## src/rtl/prio_enco_q_if.sv

```systemverilog
// Request/index bus of prio_enco_q: request vector in, indexed beats out.
interface prio_enco_q_if #(
  parameter int unsigned N = 8,
  parameter int unsigned W = 3
) ();

  logic [N-1:0] in;
  logic         in_ready;
  logic [W-1:0] y;
  logic         out_valid;
  logic         out_ready;
  logic         last;

  // Request source / consumer side
  modport master (
    output in,
    output out_ready,
    input  in_ready,
    input  y,
    input  out_valid,
    input  last
  );

  // Encoder side
  modport slave (
    input  in,
    input  out_ready,
    output in_ready,
    output y,
    output out_valid,
    output last
  );

endinterface

```

## src/rtl/prio_enco_q.sv

```systemverilog
// Buffered priority encoder: captures a request vector and drains every set
// bit as one index per accepted beat.
// Optional build macro PRIO_ENCO_RR_EN selects round-robin instead of fixed
// highest-index-first selection.
module prio_enco_q #(
  parameter int unsigned N = 8,
  parameter int unsigned W = 3
) (
  input  logic        clk,
  input  logic        rst,
  prio_enco_q_if.slave bus
);

  localparam logic [N-1:0] ONE = {{(N-1){1'b0}}, 1'b1};

  logic [N-1:0] pend;
  logic [N-1:0] pend_nxt;
  logic [W-1:0] sel_c;
  logic         busy_c;
  logic         last_c;
  logic         ready_c;
  logic         accept_c;
  logic         load_c;

`ifdef PRIO_ENCO_RR_EN
  logic [W-1:0] ptr;
  logic [W-1:0] ptr_nxt;

  // Round-robin pick: first set bit searching down from ptr-1, wrapping.
  // Walk the search order backwards so the earliest hit is written last.
  always_comb begin
    int idx;
    sel_c = '0;
    idx   = 0;
    for (int k = int'(N); k >= 1; k--) begin
      idx = (int'(ptr) + int'(N) - k) % int'(N);
      if (|(pend & (ONE << idx))) sel_c = W'(idx);
    end
  end
`else
  // Fixed pick: highest set index wins (ascending scan, last hit kept).
  always_comb begin
    sel_c = '0;
    for (int i = 0; i < int'(N); i++) begin
      if (|(pend & (ONE << i))) sel_c = W'(i);
    end
  end
`endif

  // Output decode from the pending register; in_ready also follows out_ready.
  always_comb begin
    busy_c   = |pend;
    last_c   = busy_c & $onehot(pend);
    accept_c = busy_c & bus.out_ready;
    ready_c  = ~busy_c | (accept_c & last_c);
    load_c   = ready_c & (|bus.in);
  end

  assign bus.out_valid = busy_c;
  assign bus.y         = sel_c;
  assign bus.last      = last_c;
  assign bus.in_ready  = ready_c;

  // Next state: accept clears the emitted bit, a load overrides it.
  always_comb begin
    pend_nxt = pend;
`ifdef PRIO_ENCO_RR_EN
    ptr_nxt  = ptr;
`endif
    if (accept_c) begin
      pend_nxt = pend & ~(ONE << sel_c);
`ifdef PRIO_ENCO_RR_EN
      ptr_nxt  = sel_c;
`endif
    end
    if (load_c) pend_nxt = bus.in;
  end

  // State registers with synchronous reset.
  always_ff @(posedge clk) begin
    if (rst) begin
      pend <= '0;
`ifdef PRIO_ENCO_RR_EN
      ptr  <= '0;
`endif
    end else begin
      pend <= pend_nxt;
`ifdef PRIO_ENCO_RR_EN
      ptr  <= ptr_nxt;
`endif
    end
  end

endmodule

```

## src/flat_wrapper.sv

```systemverilog
// flat-port wrapper written by rule: the top's interface ports become plain ports
module prio_enco_q_flat 
#(
  parameter int unsigned N = 8,
  parameter int unsigned W = 3
)
  (clk, rst, bus_in, bus_out_ready, bus_in_ready, bus_y, bus_out_valid, bus_last);
  prio_enco_q_if #(.N(N), .W(W)) bus_i ();
  input  logic clk;
  input  logic rst;
  input wire logic [$bits(bus_i.in)-1:0] bus_in;
  input wire logic [$bits(bus_i.out_ready)-1:0] bus_out_ready;
  output wire logic [$bits(bus_i.in_ready)-1:0] bus_in_ready;
  output wire logic [$bits(bus_i.y)-1:0] bus_y;
  output wire logic [$bits(bus_i.out_valid)-1:0] bus_out_valid;
  output wire logic [$bits(bus_i.last)-1:0] bus_last;
  assign bus_i.in = bus_in;
  assign bus_i.out_ready = bus_out_ready;
  assign bus_in_ready = bus_i.in_ready;
  assign bus_y = bus_i.y;
  assign bus_out_valid = bus_i.out_valid;
  assign bus_last = bus_i.last;
  prio_enco_q #(.N(N), .W(W)) u_core (.clk(clk), .rst(rst), .bus(bus_i));
endmodule
```

## config.mk

```make
export PLATFORM = sky130hd
export DESIGN_NAME = prio_enco_q_flat
export DESIGN_NICKNAME = d
export VERILOG_FILES = /design/src/rtl/prio_enco_q_if.sv /design/src/rtl/prio_enco_q.sv /design/src/flat_wrapper.sv
export SDC_FILE = /design/constraint.sdc
export NUM_CORES = 1
export LEC_CHECK = 0
export BUFFER_PORTS_ARGS = -buffer_cell sky130_fd_sc_hd__buf_2
export CAP_MARGIN = 20
export CORE_AREA = 2 2 40 42
export DETAILED_ROUTE_END_ITERATION = 6
export DIE_AREA = 0 0 42 44
export HOLD_SLACK_MARGIN = 0.02
export PLACE_DENSITY = 0.8
export SLEW_MARGIN = 20
export SYNTH_ARGS = -nofsm -noshare
export SYNTH_HDL_FRONTEND = slang
export SYNTH_SLANG_ARGS = --single-unit
```

## constraint.sdc

```tcl
create_clock -name clk -period 9.4 [get_ports clk]
set_input_delay 0.47 -clock clk [delete_from_list [all_inputs] [get_ports clk]]
set_output_delay 0.47 -clock clk [all_outputs]
set_load 0.01 [all_outputs]
```

Yosys cells after proc, flatten, opt, wreduce, memory -nomap -nowiden

Index checks and enable logic that the tools add are counted.

Bits of input ports: 11
Output and inout bits: 6
Word-level logic and storage cells: 30
Register bits: 8

Multiplexer cells: 9
Shift-type cells: 1
$add $sub $neg: 7
Bitwise operators: 8
Reductions and logical operators: 3
Eq/ne operators: 1

Operator list:

| kind                | number |
|---|---|
| $mux 3              | 6 |
| $mux 8              | 2 |
| $reduce_or 8->1     | 2 |
| $add 4x4->4         | 3 |
| $add 1x1->2         | 4 |
| $and 8x8->8         | 1 |
| $not 8->8           | 1 |
| $shl 1x3->8 const A | 1 |
| $and 1x1->1         | 4 |
| $eq 4x1->1 const B  | 1 |
| $reduce_bool 2->1   | 1 |
| $mux 1              | 1 |
| $not 1->1           | 1 |
| $or 1x1->1          | 1 |

Logic depth before layout (Yosys ltp)

Gate-level depths: netlist of the first run.

Depth in word-level cells: 12
Mapped depth: 14
Mapped depth without buffers: 13

Least setup slack after synthesis of the first run

OpenSTA, ideal clock, no wires.

Path kind: register to output
Start point: register u_core.pend[5]
End point: output port bus_in_ready
Arrival: 3251 ps
Stages on the path, launching flop included: 13
Slack: 5679 ps
Cells stage by stage: dfxtp_1 > buf_2 > inv_1 > ha_1 > inv_1 > fa_1 > fa_1 > inv_1 > ha_1 > fa_1 > or4b_4 > o21a_4 > inv_1

Longest elaborated chain between the ends: 7
Elaborated cells on any way between the ends: 10
Classes of those cells: add/sub: 3; eq/ne: 1; bitwise: 5; reduce/logical: 1

RTL lines:

| element                                        | RTL line           | text |
|---|---|---|
| start: declaration                             | prio_enco_q.sv:16  | `logic [N-1:0] pend;` |
| start signal: assignment                       | prio_enco_q.sv:87  | `pend <= pend_nxt;` |
| $add 1x1->2 (implied by the code)              | prio_enco_q.sv:53  | `last_c = busy_c & $onehot(pend);` |
| $add 4x4->4 (implied by the code) (2 in a row) | prio_enco_q.sv:53  |  |
| $eq 4x1->1                                     | prio_enco_q.sv:53  |  |
| $and 1x1->1                                    | prio_enco_q.sv:53  |  |
| $and 1x1->1                                    | prio_enco_q.sv:55  | `ready_c = ~busy_c \| (accept_c & last_c);` |
| $or 1x1->1 *                                   | prio_enco_q.sv:55  |  |
| end: declaration                               | flat_wrapper.sv:13 | `output wire logic [$bits(bus_i.in_ready)-1:0] bus_in_ready;` |

Mark *: on every way between the ends. The rest lies on a longest branch, timed or not.

Worst setup path after layout of the first run

Ends and elaborated chain as after synthesis.

==> summary.md, run 1 <==
| Metric | Value |
|---|---|
| Synth warn | `0` |
| Distinct cells, synth | `33` |
| WHS Endpoint | `u_core.pend[0]$_SDFFE_PP0P_` |
| Clock Tree Buf Depth | `2` |
| Synth area leaders | `dfxtp_1 21%, ha_1 18%, fa_1 11%, inv_1 8.9%, nand2_1 3.5%` |
| Initial antenna violation count | `0` |
| # port buffers | `16` |
| GRT Overall Usage | `19.7%` |
| Antenna Cells | `0` |
| Area grow syn2layout | `15.0%` |
| Mapped Area | `758 sq um` |
| Critical path arrival | `3830 ps` |
| Post-synthesis sequential area ratio | `21.1%` |
| Remaining Overflow, GRT | `0` |
| R2R Path Start | `u_core.pend[5]$_SDFFE_PP0P_` |
| Clk Latency, worst-skew pair | `260 ps` |
| Via count | `694` |
| Vias per cell | `5.74` |
| Fmax | `233 MHz` |
| Yosys reg bits | `8` |
| Initial drt markers | `13` |
| Unrepaired setup endpoints after global routing | `no` |
| Biggest regs | `u_core.pend (8)` |
| # H-tree levels | `1` |
| Rows | `14` |
| Slew headroom | `76.1%` |
| Routed wire length per instance | `12.8 microns` |
| Async SR Flop Fraction | `0%` |
| Reg with most FFs | `u_core.pend` |
| Postcts setup bufs | `0` |
| EDFF count, synth | `0` |
| Fin nets | `133` |
| DIE AREA | `0.00185 sq mm` |
| Share of layout cells above drive strength 1 | `21.9%` |
| Cells resized by post-CTS repair | `0` |
| Reg-to-reg endpoint | `u_core.pend[3]$_SDFFE_PP0P_` |
| Final period utilization | `45.7%` |
| Crit start category | `register` |
| Vias in the first global route | `611` |
| Hold Crit Class | `in2reg` |
| Wirelength, routed | `1540 microns` |
| Setup crit end kind | `output port` |
| DRC | `0` |
| Post-Syn Nets | `114` |
| Root Buffer | `clkbuf_4` |
| Endpoints failing hold | `0` |
| Finished Layout Cells | `121` |
| Dominant cell by count in the synthesized netlist | `inv_1` |
| Top-area cell type share of the netlist area | `21.1%` |
| Global-route wire length before repair | `2660 microns` |
| Worst Path Required | `8930 ps` |
| Synth cell count leaders | `18 x inv_1, 11 x ha_1, 8 x dfxtp_1` |
| HP Start | `bus_in[0]` |
| Sink Count | `8` |
| CP Max Fanout | `11` |
| Pin count of the biggest net entering global routing | `12` |
| Slew @ Worst Pin | `359 ps` |
| WHS | `441 ps` |
| ANT nets after route | `0` |
| Clock Pin Slew Worst Setup and Hold Paths | `60 ps` |
| Final setup violation count | `0` |
| IO Pins | `17` |
| Syn Area/Cell | `8.62 sq um` |
| Clock period minus worst slack | `4300 ps` |
| Setup Skew | `0.388 ps` |
| Core ar. | `0.00142 sq mm` |
| Die Y | `44 microns` |
| Hold Buf Count CTS | `0` |
| Max Cap Viol | `0` |
| Placed wire-length estimate | `1260 microns` |
| Gpl congestion | `0.880` |
| Setup CP Type | `reg2out` |
| Synth area leader | `dfxtp_1` |
| Die Span X | `42 microns` |
| Outcome | `finished clean` |
| Max Slew Vio Count | `0` |
| Util after Layout | `61.5%` |
| Hold Crit Depth | `2` |
| Final TNS setup | `0 ps` |
| Max reg flops | `8` |
| CTS tree | `yes` |
| Pre-Repair DR Iteration Count | `4` |
| Worst reg2reg setup slack | `5580 ps` |
| Initial core utilization | `53.4%` |
| Post-Place Cells | `118` |
| Synth Flop Type | `dfxtp_1` |
| Post-Syn Instances | `88` |
| Num CTS Buffers | `3` |
| Reg2reg path depth | `12` |
-- through the flow --
step / setup slack, ps / area [sq um]
2_1_floorplan: 5680 / 758
3_3_place_gp: 5450 / 850
3_5_place_dp: 5370 / 850
4_1_cts: 5080 / 872
5_1_grt: 4910 / 872
6_report: 5100 / 872
-- metal layers --
layer | GRT usage [%] | up-vias | wire length (microns)
met2 | 31.9 | 22 | 694
met1 | 23.7 | 327 | 711
met5 | 0 | - | 0
met4 | 17.4 | 0 | 58
li1 | - | 340 | -
met3 | 1.25 | 5 | 79
-- cell type report --
cell class	count	area [sq um]
clock buffer	3	22.5
fill	135	547
inverter	18	67.6
multi-input combinational	60	522
sequential	8	160
tap	16	20.0
timing repair buffer	16	80.1
-- worst max path at each step --
stage	start	endpoint	slack, ps	depth (start not counted)
after floorplan	u_core.pend[5]$_SDFFE_PP0P_	bus_in_ready	5680	12
after global placement	u_core.pend[5]$_SDFFE_PP0P_	bus_in_ready	5450	12
after detailed placement	u_core.pend[5]$_SDFFE_PP0P_	bus_in_ready	5370	12
after CTS	u_core.pend[5]$_SDFFE_PP0P_	bus_in_ready	5080	12
after global routing	u_core.pend[5]$_SDFFE_PP0P_	bus_in_ready	4910	12
final	u_core.pend[5]$_SDFFE_PP0P_	bus_in_ready	5100	12
-- cell usage in the layout (no fill, tap or decap), types with 2 or more instances in the layout --
master and count:
a21oi_1 4, a32o_1 2, buf_2 16, clkbuf_4 3, dfxtp_1 8, fa_1 4
ha_1 11, inv_1 18, nand2_1 7, nand2b_1 2, nand3b_1 2, nor2_1 3
o2111ai_1 2, o221ai_1 2, o31ai_1 2, or4_1 2
-- critical path, stage by stage, from the launching register on --
cell and delay [ps]:
dfxtp_1 500, inv_1 80, ha_1 280, inv_1 50, fa_1 420, fa_1 510, inv_1 40, ha_1 190
fa_1 430, or4b_4 510, o21a_4 240, inv_1 150, buf_2 160
-- logic make-up (layout without fill, tap and decap cells) --
family | after synthesis | in the layout | share of synthesized area (%)
and+or+nand+nor | 27 | 27 | 21.0
AOI/OAI and AO/OA | 18 | 18 | 19.1
buffers and inverters | 20 | 37 | 10.1
DFF | 8 | 8 | 21.1
adders and majority gates | 15 | 15 | 28.7
Power of run 1 is left out: the tool's default activity adds up to more than one toggle a clock period on the data nets, which glitch-free logic cannot reach.
==> run 2: changes to the inputs <==
Settings changed: CORE_AREA 2 2 40 42 to 2 2 42 44, DIE_AREA 0 0 42 44 to 0 0 44 46, PLACE_DENSITY 0.8 to 0.73.
Clock period 9.4 ns to 4.3 ns, I/O delays scaled along.
==> run 2 against run 1 <==
Against the previous run: routed wire length rose by 4.3%; first-iteration DRC count decreased by 31%; design area grew 0.14%; critical path depth unchanged; critical path type unchanged; largest cell class unchanged.
==> summary.md, run 2 (same netlist as run 1, synthesis figures left out) <==
| Metric | Value |
|---|---|
| Hold Crit Class | `in2reg` |
| Fin nets | `133 (unchanged)` |
| GRT Overall Usage | `18.2% (-1.4 points)` |
| Hold Buf Count CTS | `0 (unchanged)` |
| Placed wire-length estimate | `1350 microns (+7.2%)` |
| Unrepaired setup endpoints after global routing | `no` |
| Postcts setup bufs | `0 (unchanged)` |
| Setup CP Type | `reg2out` |
| Root Buffer | `clkbuf_4` |
| Vias per cell | `5.64 (-1.7%)` |
| Final period utilization | `94.3%` |
| # H-tree levels | `1 (unchanged)` |
| Final setup violation count | `0 (unchanged)` |
| Global-route wire length before repair | `2720 microns (+2.3%)` |
| Crit start category | `register` |
| Rows | `15 (+1)` |
| Clk Latency, worst-skew pair | `250 ps (about the same)` |
| Fillers | `147 (+8.9%)` |
| Die Span X | `44 microns (+4.8%)` |
| CP Max Fanout | `11 (unchanged)` |
| Sink Count | `8 (unchanged)` |
| IO Pins | `17 (unchanged)` |
| DRC | `0 (unchanged)` |
| Endpoints failing hold | `0 (unchanged)` |
| Antenna Cells | `0 (unchanged)` |
| Final TNS setup | `0 ps (unchanged)` |
| Reg with most FFs | `u_core.pend` |
| Max Slew Vio Count | `0 (unchanged)` |
| # port buffers | `16 (unchanged)` |
| Max reg flops | `8 (unchanged)` |
| Slew headroom | `74.6% (-1.4 points)` |
| Biggest regs | `u_core.pend (8)` |
| Max Cap Viol | `0 (unchanged)` |
| Outcome | `finished clean` |
| Fmax | `247 MHz` |
| Setup Skew | `3.43 ps (+3.04 ps)` |
| Worst Path Required | `4090 ps (-4840 ps)` |
| Die Y | `46 microns (+4.5%)` |
| Via count | `688 (-0.86%)` |
| Core ar. | `0.00161 sq mm (+14%)` |
| Clock Tree Buf Depth | `2 (unchanged)` |
| Gpl congestion | `0.825 (-6.3%)` |
| Most common cell after layout, fill and taps aside | `inv_1` |
| Num CTS Buffers | `3 (unchanged)` |
| Initial core utilization | `47.0% (-6.5 points)` |
| CTS tree | `yes` |
| Most frequent cells in the layout | `18 x inv_1, 16 x buf_2, 11 x ha_1, 8 x dfxtp_1, 7 x nand2_1` |
| Routed wire length per instance | `13.2 microns (+3.4%)` |
| Critical path arrival | `3840 ps (about the same)` |
| DIE AREA | `0.00202 sq mm (+9.5%)` |
| Area grow syn2layout | `15.2%` |
| Clock period minus worst slack | `4050 ps` |
| Pre-Repair DR Iteration Count | `4 (unchanged)` |
| Pin count of the biggest net entering global routing | `12 (unchanged)` |
| Setup crit end kind | `output port` |
| Share of layout cells above drive strength 1 | `21.9% (unchanged)` |
| Slew @ Worst Pin | `380 ps (+21.5 ps)` |
| ANT nets after route | `0 (unchanged)` |
| Cells resized by post-CTS repair | `0 (unchanged)` |
| Util after Layout | `54.1% (-7.4 points)` |
| Clock Pin Slew Worst Setup and Hold Paths | `50 ps (about the same)` |
| Initial antenna violation count | `0 (unchanged)` |
| Remaining Overflow, GRT | `0 (unchanged)` |
| Wirelength, routed | `1610 microns (+4.3%)` |
| Vias in the first global route | `674 (+10%)` |
| Initial drt markers | `9 (-4)` |
## run 2: per-layer routing
layer	GRT usage, %	part of all wire, %
met1	22.6	46
met2	30.6	48
met3	1.59	4.1
met4	10.9	1.6
met5	0	0
## run 2: final timing paths
kind         slack, ps                           to  cells past startpoint                        start
max                250                 bus_in_ready                     12  u_core.pend[5]$_SDFFE_PP0P_
max reg2reg        440  u_core.pend[0]$_SDFFE_PP0P_                     12  u_core.pend[5]$_SDFFE_PP0P_
min                200  u_core.pend[0]$_SDFFE_PP0P_                      2                    bus_in[0]
min reg2reg        560  u_core.pend[4]$_SDFFE_PP0P_                      2  u_core.pend[4]$_SDFFE_PP0P_
## run 2: cell type report
cell class	instances	area [sq um]	area share (%)
Tap cell	17	21.3	2.44
Clock buffer	3	22.5	2.58
Sequential cell	8	160	18.3
Timing Repair Buffer	16	80.1	9.17
Inverter	18	67.6	7.74
Multi-Input combinational cell	60	522	59.7
## run 2: critical path, stage by stage, from the launching register on
cell     delay, ps
dfxtp_1        520
inv_1           90
ha_1           280
inv_1           50
fa_1           410
fa_1           520
inv_1           40
ha_1           200
fa_1           430
or4b_4         500
o21a_4         240
inv_1          150
buf_2          160
## run 2: per-stage QoR
stage / area [sq um] / instances / setup slack [ps] / hold slack (ps)
floorplan: 758 / 88 / 660 / 341
global placement: 851 / 119 / 498 / 443
detailed placement: 851 / 119 / 443 / 450
CTS: 873 / 122 / 240 / 199
global route: 873 / 122 / 49.5 / 212
finish: 873 / 122 / 247 / 201
Power of run 2 is left out for the same reason.
